$ cat src/rtl/pulso_led.sv
// rtl/pulso_led.sv - turns one-cycle event pulses into fixed-length blinks on an active-low LED
// Define PULSO_LED_FILA_EN to build the pending-event queue; otherwise busy-time events are dropped.
module pulso_led #(
    parameter int ON_CYCLES   = 4,
    parameter int OFF_CYCLES  = 2,
    parameter int QUEUE_DEPTH = 3
) (
    input  logic clock,
    input  logic reset,
    input  logic evento,
    output logic led_n,
    output logic ocupado,
    output logic perdido
);

    localparam int CNT_MAX = (ON_CYCLES > OFF_CYCLES) ? ON_CYCLES : OFF_CYCLES;
    // The counter only ever holds load values, so CNT_MAX-1 is the largest value needed.
    localparam int CW = (CNT_MAX > 1) ? $clog2(CNT_MAX) : 1;
    localparam logic [CW-1:0] ON_LOAD  = CW'(ON_CYCLES - 1);
    localparam logic [CW-1:0] OFF_LOAD = CW'(OFF_CYCLES - 1);

    typedef enum logic [1:0] {
        S_IDLE,
        S_ON,
        S_GAP
    } state_t;

    state_t          state_q, state_d;
    logic [CW-1:0]   cnt_q, cnt_d;
    logic            led_n_q, led_n_d;
    logic            ocupado_q, ocupado_d;
    logic            perdido_q, perdido_d;

`ifdef PULSO_LED_FILA_EN
    localparam int PW = $clog2(QUEUE_DEPTH + 1);
    logic [PW-1:0]   pend_q, pend_d;
    logic            deq;
`endif

    always_comb begin
        state_d   = state_q;
        cnt_d     = cnt_q;
        led_n_d   = led_n_q;
        perdido_d = 1'b0;
`ifdef PULSO_LED_FILA_EN
        pend_d    = pend_q;
        deq       = 1'b0;
`endif
        case (state_q)
            S_IDLE: begin
                led_n_d = 1'b1;
                if (evento) begin
                    state_d = S_ON;
                    cnt_d   = ON_LOAD;
                    led_n_d = 1'b0;
                end
            end
            S_ON: begin
                led_n_d = 1'b0;
                if (cnt_q != '0) begin
                    cnt_d = cnt_q - CW'(1);
                end else begin
                    state_d = S_GAP;
                    cnt_d   = OFF_LOAD;
                    led_n_d = 1'b1;
                end
            end
            S_GAP: begin
                led_n_d = 1'b1;
                if (cnt_q != '0) begin
                    cnt_d = cnt_q - CW'(1);
                end
`ifdef PULSO_LED_FILA_EN
                else if (pend_q != '0) begin
                    state_d = S_ON;
                    cnt_d   = ON_LOAD;
                    led_n_d = 1'b0;
                    deq     = 1'b1;
                end
`endif
                else begin
                    state_d = S_IDLE;
                end
            end
            default: state_d = S_IDLE;
        endcase

        if (state_q != S_IDLE && evento) begin
`ifdef PULSO_LED_FILA_EN
            // An event arriving on a dequeue cycle takes the freed slot, so it never drops.
            if (!deq) begin
                if (pend_q < PW'(QUEUE_DEPTH)) begin
                    pend_d = pend_q + PW'(1);
                end else begin
                    perdido_d = 1'b1;
                end
            end
`else
            perdido_d = 1'b1;
`endif
        end

`ifdef PULSO_LED_FILA_EN
        if (deq && !evento) begin
            pend_d = pend_q - PW'(1);
        end
        ocupado_d = (state_d != S_IDLE) || (pend_d != '0);
`else
        ocupado_d = (state_d != S_IDLE);
`endif
    end

    always_ff @(posedge clock) begin
        if (reset) begin
            state_q   <= S_IDLE;
            cnt_q     <= '0;
            led_n_q   <= 1'b1;
            ocupado_q <= 1'b0;
            perdido_q <= 1'b0;
`ifdef PULSO_LED_FILA_EN
            pend_q    <= '0;
`endif
        end else begin
            state_q   <= state_d;
            cnt_q     <= cnt_d;
            led_n_q   <= led_n_d;
            ocupado_q <= ocupado_d;
            perdido_q <= perdido_d;
`ifdef PULSO_LED_FILA_EN
            pend_q    <= pend_d;
`endif
        end
    end

    assign led_n   = led_n_q;
    assign ocupado = ocupado_q;
    assign perdido = perdido_q;

endmodule
$ cat config.mk
export PLATFORM = sky130hd
export DESIGN_NAME = pulso_led
export DESIGN_NICKNAME = d
export VERILOG_FILES = /design/src/rtl/pulso_led.sv
export SDC_FILE = /design/constraint.sdc
export NUM_CORES = 1
export LEC_CHECK = 0
export ABC_AREA = 1
export BUFFER_PORTS_ARGS = -buffer_cell sky130_fd_sc_hd__buf_4
export CAP_MARGIN = 10
export CORE_AREA = 2 2 39 41
export DETAILED_ROUTE_END_ITERATION = 16
export DIE_AREA = 0 0 41 43
export PLACE_DENSITY = 0.61
export SLEW_MARGIN = 30
export SYNTH_ARGS = -nofsm -noshare
export SYNTH_HDL_FRONTEND = slang
export SYNTH_SLANG_ARGS = --single-unit
$ cat constraint.sdc
create_clock -name clock -period 1.42 [get_ports clock]
set_input_delay 0.426 -clock clock [delete_from_list [all_inputs] [get_ports clock]]
set_output_delay 0.426 -clock clock [all_outputs]
set_load 0.02 [all_outputs]
==> run summary, run 1 <==
Status = complete, no violations
Total die area = 1763 um^2
Hold Fails Final Rpt = 0
Crit path cell chain = inv_1, ha_1, a21boi_1, nand2_1, nor2_1, nor2_1
Slew at the pin with the worst max-slew slack = 0.1638 ns
Startpoint types = flip-flop
Num CTS Buffers = 3
Syn nets = 72
Synth Cell Area = 446.7 um^2
Fin. max-slew vios = 0
Max clock buf depth = 2
Setup violators final = 0
WL final = 795 um
Via density per instance = 4.640
# resized after CTS = 0
Synth Flop Type = dfxtp_1
Power per Cell Area = 1286 nW/um^2
Placed wire-length estimate = 629.3 um
Proportion of layout cells with a drive suffix above 1 = 0.1857
CTS Root Cell = clkbuf_4
FMAX = 0.7907 GHz
Slew headroom = 0.8908
Seq/Total Area, Yosys = 0.3137
Core ar. = 1384 um^2
Clk_lat worst skew = 0.26 ns
Reg clk slew, reported paths = 0.05 ns
Pre-CTS setup slack = 0.1304 ns
Yosys top cell area share = 0.3137
EDFF count, synth = 0
Largest net degree at the start of global routing = 7
Final net count = 82
RSZ-0062 raised after global routing = no
Yosys warning count = 0
CTS tree = built
Crit Path Class = reg2reg
H-tree levels = 1
Hold Buf Count CTS = 0
Iteration-0 DRC Markers = 7
Total Routing Usage GR = 0.1249
Worst Path Buf+Inv = 1
Critical Path Sink Type = flip-flop
Period utilization = 0.8907
# diodes = 0
Yosys cell types = 18
Gr ovfl total = 0
Final antenna-violating net count = 0
Crit path DAT = 1.43 ns
Tightest Hold Check Type = in2reg
CP top delay family = flip-flops
Peak supply drop = 0.0006144 V
Horiz. Die Dim = 41 um
Required @ worst endpoint = 1.58 ns
Die Height = 43 um
Highest cell delay on the worst timing path = 0.36 ns
Vias in the first global route = 361
Initial antenna violation count = 0
Syn Inst Count = 61
Post-synth top cells = 15 x nand2_1, 8 x ha_1, 8 x inv_1, 7 x dfxtp_1, 6 x nor2_1
Worst path slowest cell = dfxtp_1
Global placement routability congestion = 0.8014
Vias = 399
Final setup margin = 0.1552 ns
Postcts setup bufs = 0
Post-synth ARST share = 0
Drt drc = 0
Synthesized area per cell = 7.323 um^2
Final Critical Period = 1.265 ns
Leading area contributor after synthesis = dfxtp_1
Layout area overhead = 19.05%
Largest cells by area after synthesis = dfxtp_1 31%, ha_1 22%, nand2_1 13%
Max FO, Critical Path = 4
P_leak = 0.0002853 uW
Cell mode on critical path = nor2_1
Standard-cell row count = 14
Most numerous cell in the Yosys netlist = nand2_1
First-pass GRT wire length = 1.476 mm
Setup TNS = 0 ns
IO Pins = 6
Clock skew = 0.006609 ns
#FFs+latches synth = 7
Max cap viols = 0
1st-pass router iterations = 4
Buffers on Ports = 5
Wire length per cell = 9.244 um
Initial Util = 0.3228
CTS sink count = 7
[cells in the final DEF, fill, tap and decap left out, drive strengths merged, types with 2 or more instances in the layout]
cell type	synthesis	final
o21ai	3	3
nand2	16	16
inv	10	10
ha	8	8
a21oi	2	2
buf	0	5
nor2	6	6
clkbuf	0	4
nand3	3	3
dfxtp	7	7
[area by class of cell]
class / count / area [um^2]
Clock buffer: 4 / 26.28
Fill cell: 151 / 852.1
Inverter: 11 / 41.29
Multi-Input combinational cell: 43 / 265.3
Sequential cell: 7 / 141.4
Tap cell: 16 / 20.02
Timing Repair Buffer: 5 / 37.54
[logic make-up (layout without fill, tap and decap cells)]
logic type	Yosys count	after routing	synth area share
and+or+nand+nor	27	27	0.2633
buffers and inverters	11	20	0.09244
adders and majority gates	8	8	0.2241
AOI/OAI and AO/OA	8	8	0.1065
DFF	7	7	0.3137
[registers in the layout, summed over array words and instances (netlist names)]
signal,count
cnt_q,2
state_q,2
led_n,1
ocupado,1
perdido,1
[per-stage QoR]
step	area [um^2]	power, uW	std cells	util	hold WS [ns]
6_report	531.8	683.8	86	0.3843	0.3584
5_1_grt	531.8	743.1	86	0.3843	0.3607
4_1_cts	530.5	691.1	86	0.3834	0.3523
3_5_place_dp	504.2	499.9	82	0.3644	0.4564
3_3_place_gp	504.2	500.7	82	0.3644	0.4481
2_1_floorplan	446.7	435.6	61	-	0.5028
[power breakdown]
part	switching, uW	internal [uW]	leakage (uW)
combinational	143	101	0.000212
sequential	20.8	232	0.0000585
clock	79.4	108	0.0000150
[per-layer routing]
layer  share of wire  track usage  vias up  wire, um
met5               0            0        -         0
met4           0.031       0.1000        0        25
met3           0.036      0.03141        2        29
met2            0.47       0.1656       10       374
met1            0.46       0.1623      178       366
li1                -            -      209         -
[worst paths after layout]
check        slack, ns                  start                    end  depth (start not counted)
max               0.16  state_q[0]$_SDFF_PP0_  cnt_q[0]$_SDFFE_PP0P_                          6
min               0.36                  reset     perdido$_SDFF_PP0_                          2
max reg2reg       0.16  state_q[0]$_SDFF_PP0_  cnt_q[0]$_SDFFE_PP0P_                          6
min reg2reg       0.46     led_n$_SDFFE_PP1P_     led_n$_SDFFE_PP1P_                          2
(Power assumes the default switching activity.)
==> inputs of run 2 (changes only) <==
BUFFER_PORTS_ARGS = -buffer_cell sky130_fd_sc_hd__buf_2   (was -buffer_cell sky130_fd_sc_hd__buf_4)
PLACE_DENSITY = 0.63   (was 0.61)
==> run 2 against run 1 <==
Compared with the run above:
- sequential share of layout area grew 0.64 points
- final cell count unchanged
- worst hold slack better by 0.024 ns
- combinational power barely moved
- clock skew down 0.0056 ns
- clock-buffer cell count unchanged
- non-clock buffer count unchanged
- sequential power barely moved
- via count shrank 1.3%
- critical path type unchanged
==> run summary, run 2 (synthesized netlist as in run 1, its figures left out) <==
Hold Fails Final Rpt = 0 (unchanged)
First-pass GRT wire length = 1.442 mm (-2.3%)
Crit. Startpoint = state_q[0]$_SDFF_PP0_
Iteration-0 DRC Markers = 2 (-5)
CTS sink count = 7 (unchanged)
Reg clk slew, reported paths = 0.05 ns (about the same)
Drt drc = 0 (unchanged)
Wire length per cell = 9.116 um (-1.4%)
Layout area overhead = 16.25%
P_leak = 0.0002817 uW (-1.2%)
Crit Path Class = reg2reg
Hold Buf Count CTS = 0 (unchanged)
WL final = 784 um (-1.4%)
Vias in the first global route = 365 (+1.1%)
Fin util = 0.3752 (-0.009042)
Initial antenna violation count = 0 (unchanged)
Crit path DAT = 1.43 ns (about the same)
Horiz. Die Dim = 41 um (unchanged)
Max clock buf depth = 2 (unchanged)
Sw Pwr = 238.2 uW (-2.2%)
Highest cell delay on the worst timing path = 0.37 ns (about the same)
Dpl cells = 82 (unchanged)
IO Pins = 6 (unchanged)
RSZ-0062 raised after global routing = no
Core ar. = 1384 um^2 (unchanged)
Largest registers = cnt_q (2), state_q (2)
Setup TNS = 0 ns (unchanged)
Combinational fraction of design power = 0.360 (+0.003)
Die Height = 43 um (unchanged)
Placed wire-length estimate = 635.4 um (+0.97%)
Cell mode on critical path = nor2_1
# diodes = 0 (unchanged)
Final antenna-violating net count = 0 (unchanged)
Worst Path Buf+Inv = 1 (unchanged)
Crit path cell chain = inv_1, ha_1, a21boi_1, nand2_1, nor2_1, nor2_1
Worst reg2reg startpoint = state_q[0]$_SDFF_PP0_
Final net count = 82 (unchanged)
Peak supply drop = 0.0005931 V (-3.5%)
Buffers on Ports = 5 (unchanged)
Period utilization = 0.9051 (+0.01440)
Clock Power Share = 0.264 (-0.010)
Total Routing Usage GR = 0.1261 (+0.001261)
Critical Path Sink Type = flip-flop
Most frequent cells in the layout = 15 x nand2_1, 8 x inv_1, 8 x ha_1
Slew at the pin with the worst max-slew slack = 0.1726 ns (+0.008837 ns)
Commonest non-fill, non-tap cell in the layout = nand2_1
Startpoint types = flip-flop
Vias = 394 (-1.3%)
P_int = 431.8 uW (-1.9%)
CTS Root Cell = clkbuf_4
Clock skew = 0.0009768 ns (-0.005632 ns)
Final Critical Period = 1.285 ns (+0.02044 ns)
FMAX = 0.7781 GHz (-1.6%)
Tightest Hold Check Type = in2reg
Net switching share of the total power = 0.3555 (-0.0005149)
Max FO, Critical Path = 4 (unchanged)
Total die area = 1763 um^2 (unchanged)
Largest net degree at the start of global routing = 7 (unchanged)
Num CTS Buffers = 3 (unchanged)
1st-pass router iterations = 3 (-1)
Initial Util = 0.3228 (unchanged)
Worst hold start = reset
Fin cells = 86 (unchanged)
Required @ worst endpoint = 1.56 ns (-0.02 ns)
Postcts setup bufs = 0 (unchanged)
Setup violators final = 0 (unchanged)
Standard-cell row count = 14 (unchanged)
Clk_lat worst skew = 0.25 ns (about the same)
Fin. max-slew vios = 0 (unchanged)
Slew headroom = 0.8844 (-0.006397)
CTS tree = built
Layout fillers = 148 (-2.0%)
Worst path slowest cell = dfxtp_1
Status = complete, no violations
Sequential group share of total power = 0.375 (+0.006)
CP top delay family = flip-flops
Proportion of layout cells with a drive suffix above 1 = 0.1857 (unchanged)
Gr ovfl total = 0 (unchanged)
H-tree levels = 1 (unchanged)
Global placement routability congestion = 0.7668 (-4.3%)
Power per Cell Area = 1290 nW/um^2 (+0.35%)
Via density per instance = 4.581 (-1.3%)
Max cap viols = 0 (unchanged)
## run 2: cell counts in the layout (fill, tap and decap cells not counted)
No cell type changed its count.
## run 2: layout make-up
type | count | area, um^2 | share of cell area
flip-flops and latches | 7 | 141.4 | 0.2723
multi-input cells | 43 | 265.3 | 0.5108
repair buffers | 5 | 25.02 | 0.04819
well taps | 16 | 20.02 | 0.03855
inverters | 11 | 41.29 | 0.07952
clock buffers | 4 | 26.28 | 0.05060
## run 2: worst paths after layout
path / slack (ns) / cells past startpoint / to
worst max-delay path: 0.13 / 6 / cnt_q[0]$_SDFFE_PP0P_
worst min-delay path: 0.38 / 2 / perdido$_SDFF_PP0_
worst max register to register: 0.13 / 6 / cnt_q[0]$_SDFFE_PP0P_
worst min register to register: 0.46 / 2 / led_n$_SDFFE_PP1P_
## run 2: per-stage QoR
stage | hold slack, ns | cell area (um^2) | total power (uW) | setup WS (ns)
6_report | 0.3825 | 519.2 | 670.1 | 0.1348
3_5_place_dp | 0.4479 | 491.7 | 494.8 | 0.1325
4_1_cts | 0.3718 | 518.0 | 683.8 | 0.1076
5_1_grt | 0.3906 | 519.2 | 731.7 | 0.01176
3_3_place_gp | 0.4478 | 491.7 | 490.4 | 0.1495
2_1_floorplan | 0.5028 | 446.7 | 435.6 | 0.2359
## run 2: timing repair
action / in CTS / in global routing
endpoints found under the hold margin: 0 / 0
resized for setup: 0 / 1
setup endpoints to repair: 0 / 1
## run 2: routing by layer
layer	track usage	vias up	share of wire
li1	-	207	-
met1	0.1601	176	0.45
met2	0.1625	7	0.48
met3	0.04712	4	0.034
met4	0.1000	0	0.033
met5	0	-	0
## run 2: power groups by stage
stage | Clock, uW | Combinational (uW) | Sequential, uW
6_report | 177 | 241 | 252
4_1_cts | 190 | 243 | 251
3_5_place_dp | 0 | 240 | 255
3_3_place_gp | 0 | 236 | 254
2_1_floorplan | 0 | 165 | 271
5_1_grt | 197 | 278 | 256
==> inputs of run 3 (changes only) <==
SETUP_SLACK_MARGIN = 0.2   (was default)
==> run 3 against run 2 <==
Compared with the run above:
- combinational power increased by 10%
- critical path depth shrank 5
- clock-buffer cell count unchanged
- non-clock buffer count unchanged
- via count decreased by 1.3%
- critical endpoint is now led_n
- power increased by 4.2%
- clock power is essentially flat
- largest cell class unchanged
==> run summary, run 3 (synthesized netlist as in run 1, its figures left out) <==
Clock skew = 0.0003536 ns (-0.0006232 ns)
CTS sink count = 7 (unchanged)
Hold Fails Final Rpt = 0 (unchanged)
Dpl cells = 82 (unchanged)
Reg-to-reg setup timing slack = 0.27 ns (+0.14 ns)
Initial antenna violation count = 0 (unchanged)
Setup violators final = 0 (unchanged)
Global placement routability congestion = 0.7668 (unchanged)
FMAX = 0.8627 GHz (+11%)
Wire length per cell = 9.279 um (+1.8%)
Crit Path Class = reg2out
Critical Path Sink Type = primary output
Hold Path End = perdido$_SDFF_PP0_
H-tree levels = 1 (unchanged)
First-pass GRT wire length = 1.449 mm (+0.49%)
Tightest Hold Check Type = in2reg
Setup TNS = 0 ns (unchanged)
Worst Path Buf+Inv = 1 (unchanged)
Iteration-0 DRC Markers = 0 (-2)
Final Critical Period = 1.159 ns (-0.1260 ns)
Horiz. Die Dim = 41 um (unchanged)
Period utilization = 0.8163 (-0.08873)
Required @ worst endpoint = 0.99 ns (-0.57 ns)
Buffers on Ports = 5 (unchanged)
RSZ-0062 raised after global routing = yes
Crit path DAT = 0.73 ns (-0.70 ns)
WL final = 798 um (+1.8%)
Postcts setup bufs = 0 (unchanged)
# diodes = 0 (unchanged)
Die Height = 43 um (unchanged)
CTS tree = built
Hold depth = 2 (unchanged)
Layout area overhead = 22.41%
Via density per instance = 4.523 (-1.3%)
Max FO, Critical Path = 2 (-2)
Initial Util = 0.3228 (unchanged)
Total Routing Usage GR = 0.1261 (unchanged)
Commonest non-fill, non-tap cell in the layout = nand2_1
Fin. max-slew vios = 0 (unchanged)
P_leak = 0.0002807 uW (-0.37%)
Slew at the pin with the worst max-slew slack = 0.1739 ns (+0.001266 ns)
1st-pass router iterations = 1 (-2)
Total die area = 1763 um^2 (unchanged)
Vias = 389 (-1.3%)
Most frequent cells in the layout = 15 x nand2_1, 6 x inv_1, 6 x nor2_1
Final antenna-violating net count = 0 (unchanged)
CTS Root Cell = clkbuf_4
Vias in the first global route = 366 (+0.27%)
IO Pins = 6 (unchanged)
Worst hold start = reset
Max cap viols = 0 (unchanged)
Core ar. = 1384 um^2 (unchanged)
Gr ovfl total = 0 (unchanged)
R2R Path End = cnt_q[0]$_SDFFE_PP0P_
Peak supply drop = 0.0005856 V (-1.3%)
CP top delay family = flip-flops
Final net count = 82 (unchanged)
Clk_lat worst skew = 0.25 ns (about the same)
Slew headroom = 0.8835 (about the same)
Startpoint types = flip-flop
Highest cell delay on the worst timing path = 0.32 ns (-0.05 ns)
Reg2Reg Depth = 6 (unchanged)
Reg clk slew, reported paths = 0.05 ns (about the same)
Max clock buf depth = 2 (unchanged)
Largest registers = cnt_q (2), state_q (2)
Fin cells = 86 (unchanged)
Worst path slowest cell = dfxtp_1
Tot Pwr = 698.4 uW (+4.2%)
Status = complete, no violations
Worst reg2reg startpoint = state_q[1]$_SDFF_PP0_
Placed wire-length estimate = 635.4 um (unchanged)
Num CTS Buffers = 3 (unchanged)
Drt drc = 0 (unchanged)
Standard-cell row count = 14 (unchanged)
Crit path cell chain = buf_2
Proportion of layout cells with a drive suffix above 1 = 0.2857 (+0.1000)
Largest net degree at the start of global routing = 7 (unchanged)
Power per Cell Area = 1277 nW/um^2 (-1.0%)
==> run 3: cell counts in the layout (fill, tap and decap cells not counted) <==
No cell type changed its count.
==> run 3: cell type report <==
cell class | count | area [um^2]
Fill cell | 146 | 837.1
Multi-Input combinational cell | 43 | 286.5
Sequential cell | 7 | 147.6
Inverter | 11 | 41.29
Clock buffer | 4 | 26.28
Timing Repair Buffer | 5 | 25.02
Tap cell | 16 | 20.02
==> run 3: worst max path at each step <==
| stage | slack [ns] | cells past startpoint | to | from |
|---|---|---|---|---|
| final | 0.26 | 1 | led_n | led_n$_SDFFE_PP1P_ |
| after global routing | 0.18 | 7 | cnt_q[0]$_SDFFE_PP0P_ | state_q[0]$_SDFF_PP0_ |
| after CTS | 0.21 | 6 | cnt_q[0]$_SDFFE_PP0P_ | state_q[1]$_SDFF_PP0_ |
| after detailed placement | 0.13 | 6 | cnt_q[0]$_SDFFE_PP0P_ | state_q[1]$_SDFF_PP0_ |
| after global placement | 0.15 | 6 | cnt_q[0]$_SDFFE_PP0P_ | state_q[1]$_SDFF_PP0_ |
| after floorplan | 0.24 | 6 | cnt_q[0]$_SDFFE_PP0P_ | state_q[1]$_SDFF_PP0_ |
==> run 3: per-stage QoR <==
step / instance area (um^2) / utilization / hold slack (ns) / worst slack (ns)
detailed placement: 491.7 / 0.3553 / 0.4479 / 0.1325
global placement: 491.7 / 0.3553 / 0.4478 / 0.1495
CTS: 534.3 / 0.3861 / 0.3718 / 0.2135
floorplan: 446.7 / - / 0.5028 / 0.2359
finish: 546.8 / 0.3951 / 0.3818 / 0.2608
global route: 546.8 / 0.3951 / 0.3906 / 0.1797
==> run 3: per-layer routing <==
layer / track usage / routed length (um) / vias up
met4: 0.1000 / 23 / 0
met1: 0.1634 / 366 / 170
met3: 0.04712 / 27 / 4
met2: 0.1594 / 381 / 7
li1: - / - / 208
met5: 0 / 0 / -
==> run 3: power breakdown <==
group | total [uW] | internal [uW] | switching, uW
logic | 266 | 112 | 155
clock network | 178 | 107 | 70.5
registers | 255 | 233 | 21.5
total | 698 | 452 | 247
==> run 3: timing repair <==
| item | 4_1_cts | 5_1_grt |
|---|---|---|
| hold buffers | 0 | 0 |
| pin swaps | 0 | 1 |
| cloned | 0 | 0 |
| resized for setup | 4 | 6 |
| endpoints found under the hold margin | 0 | 0 |
| setup endpoints to repair | 1 | 6 |
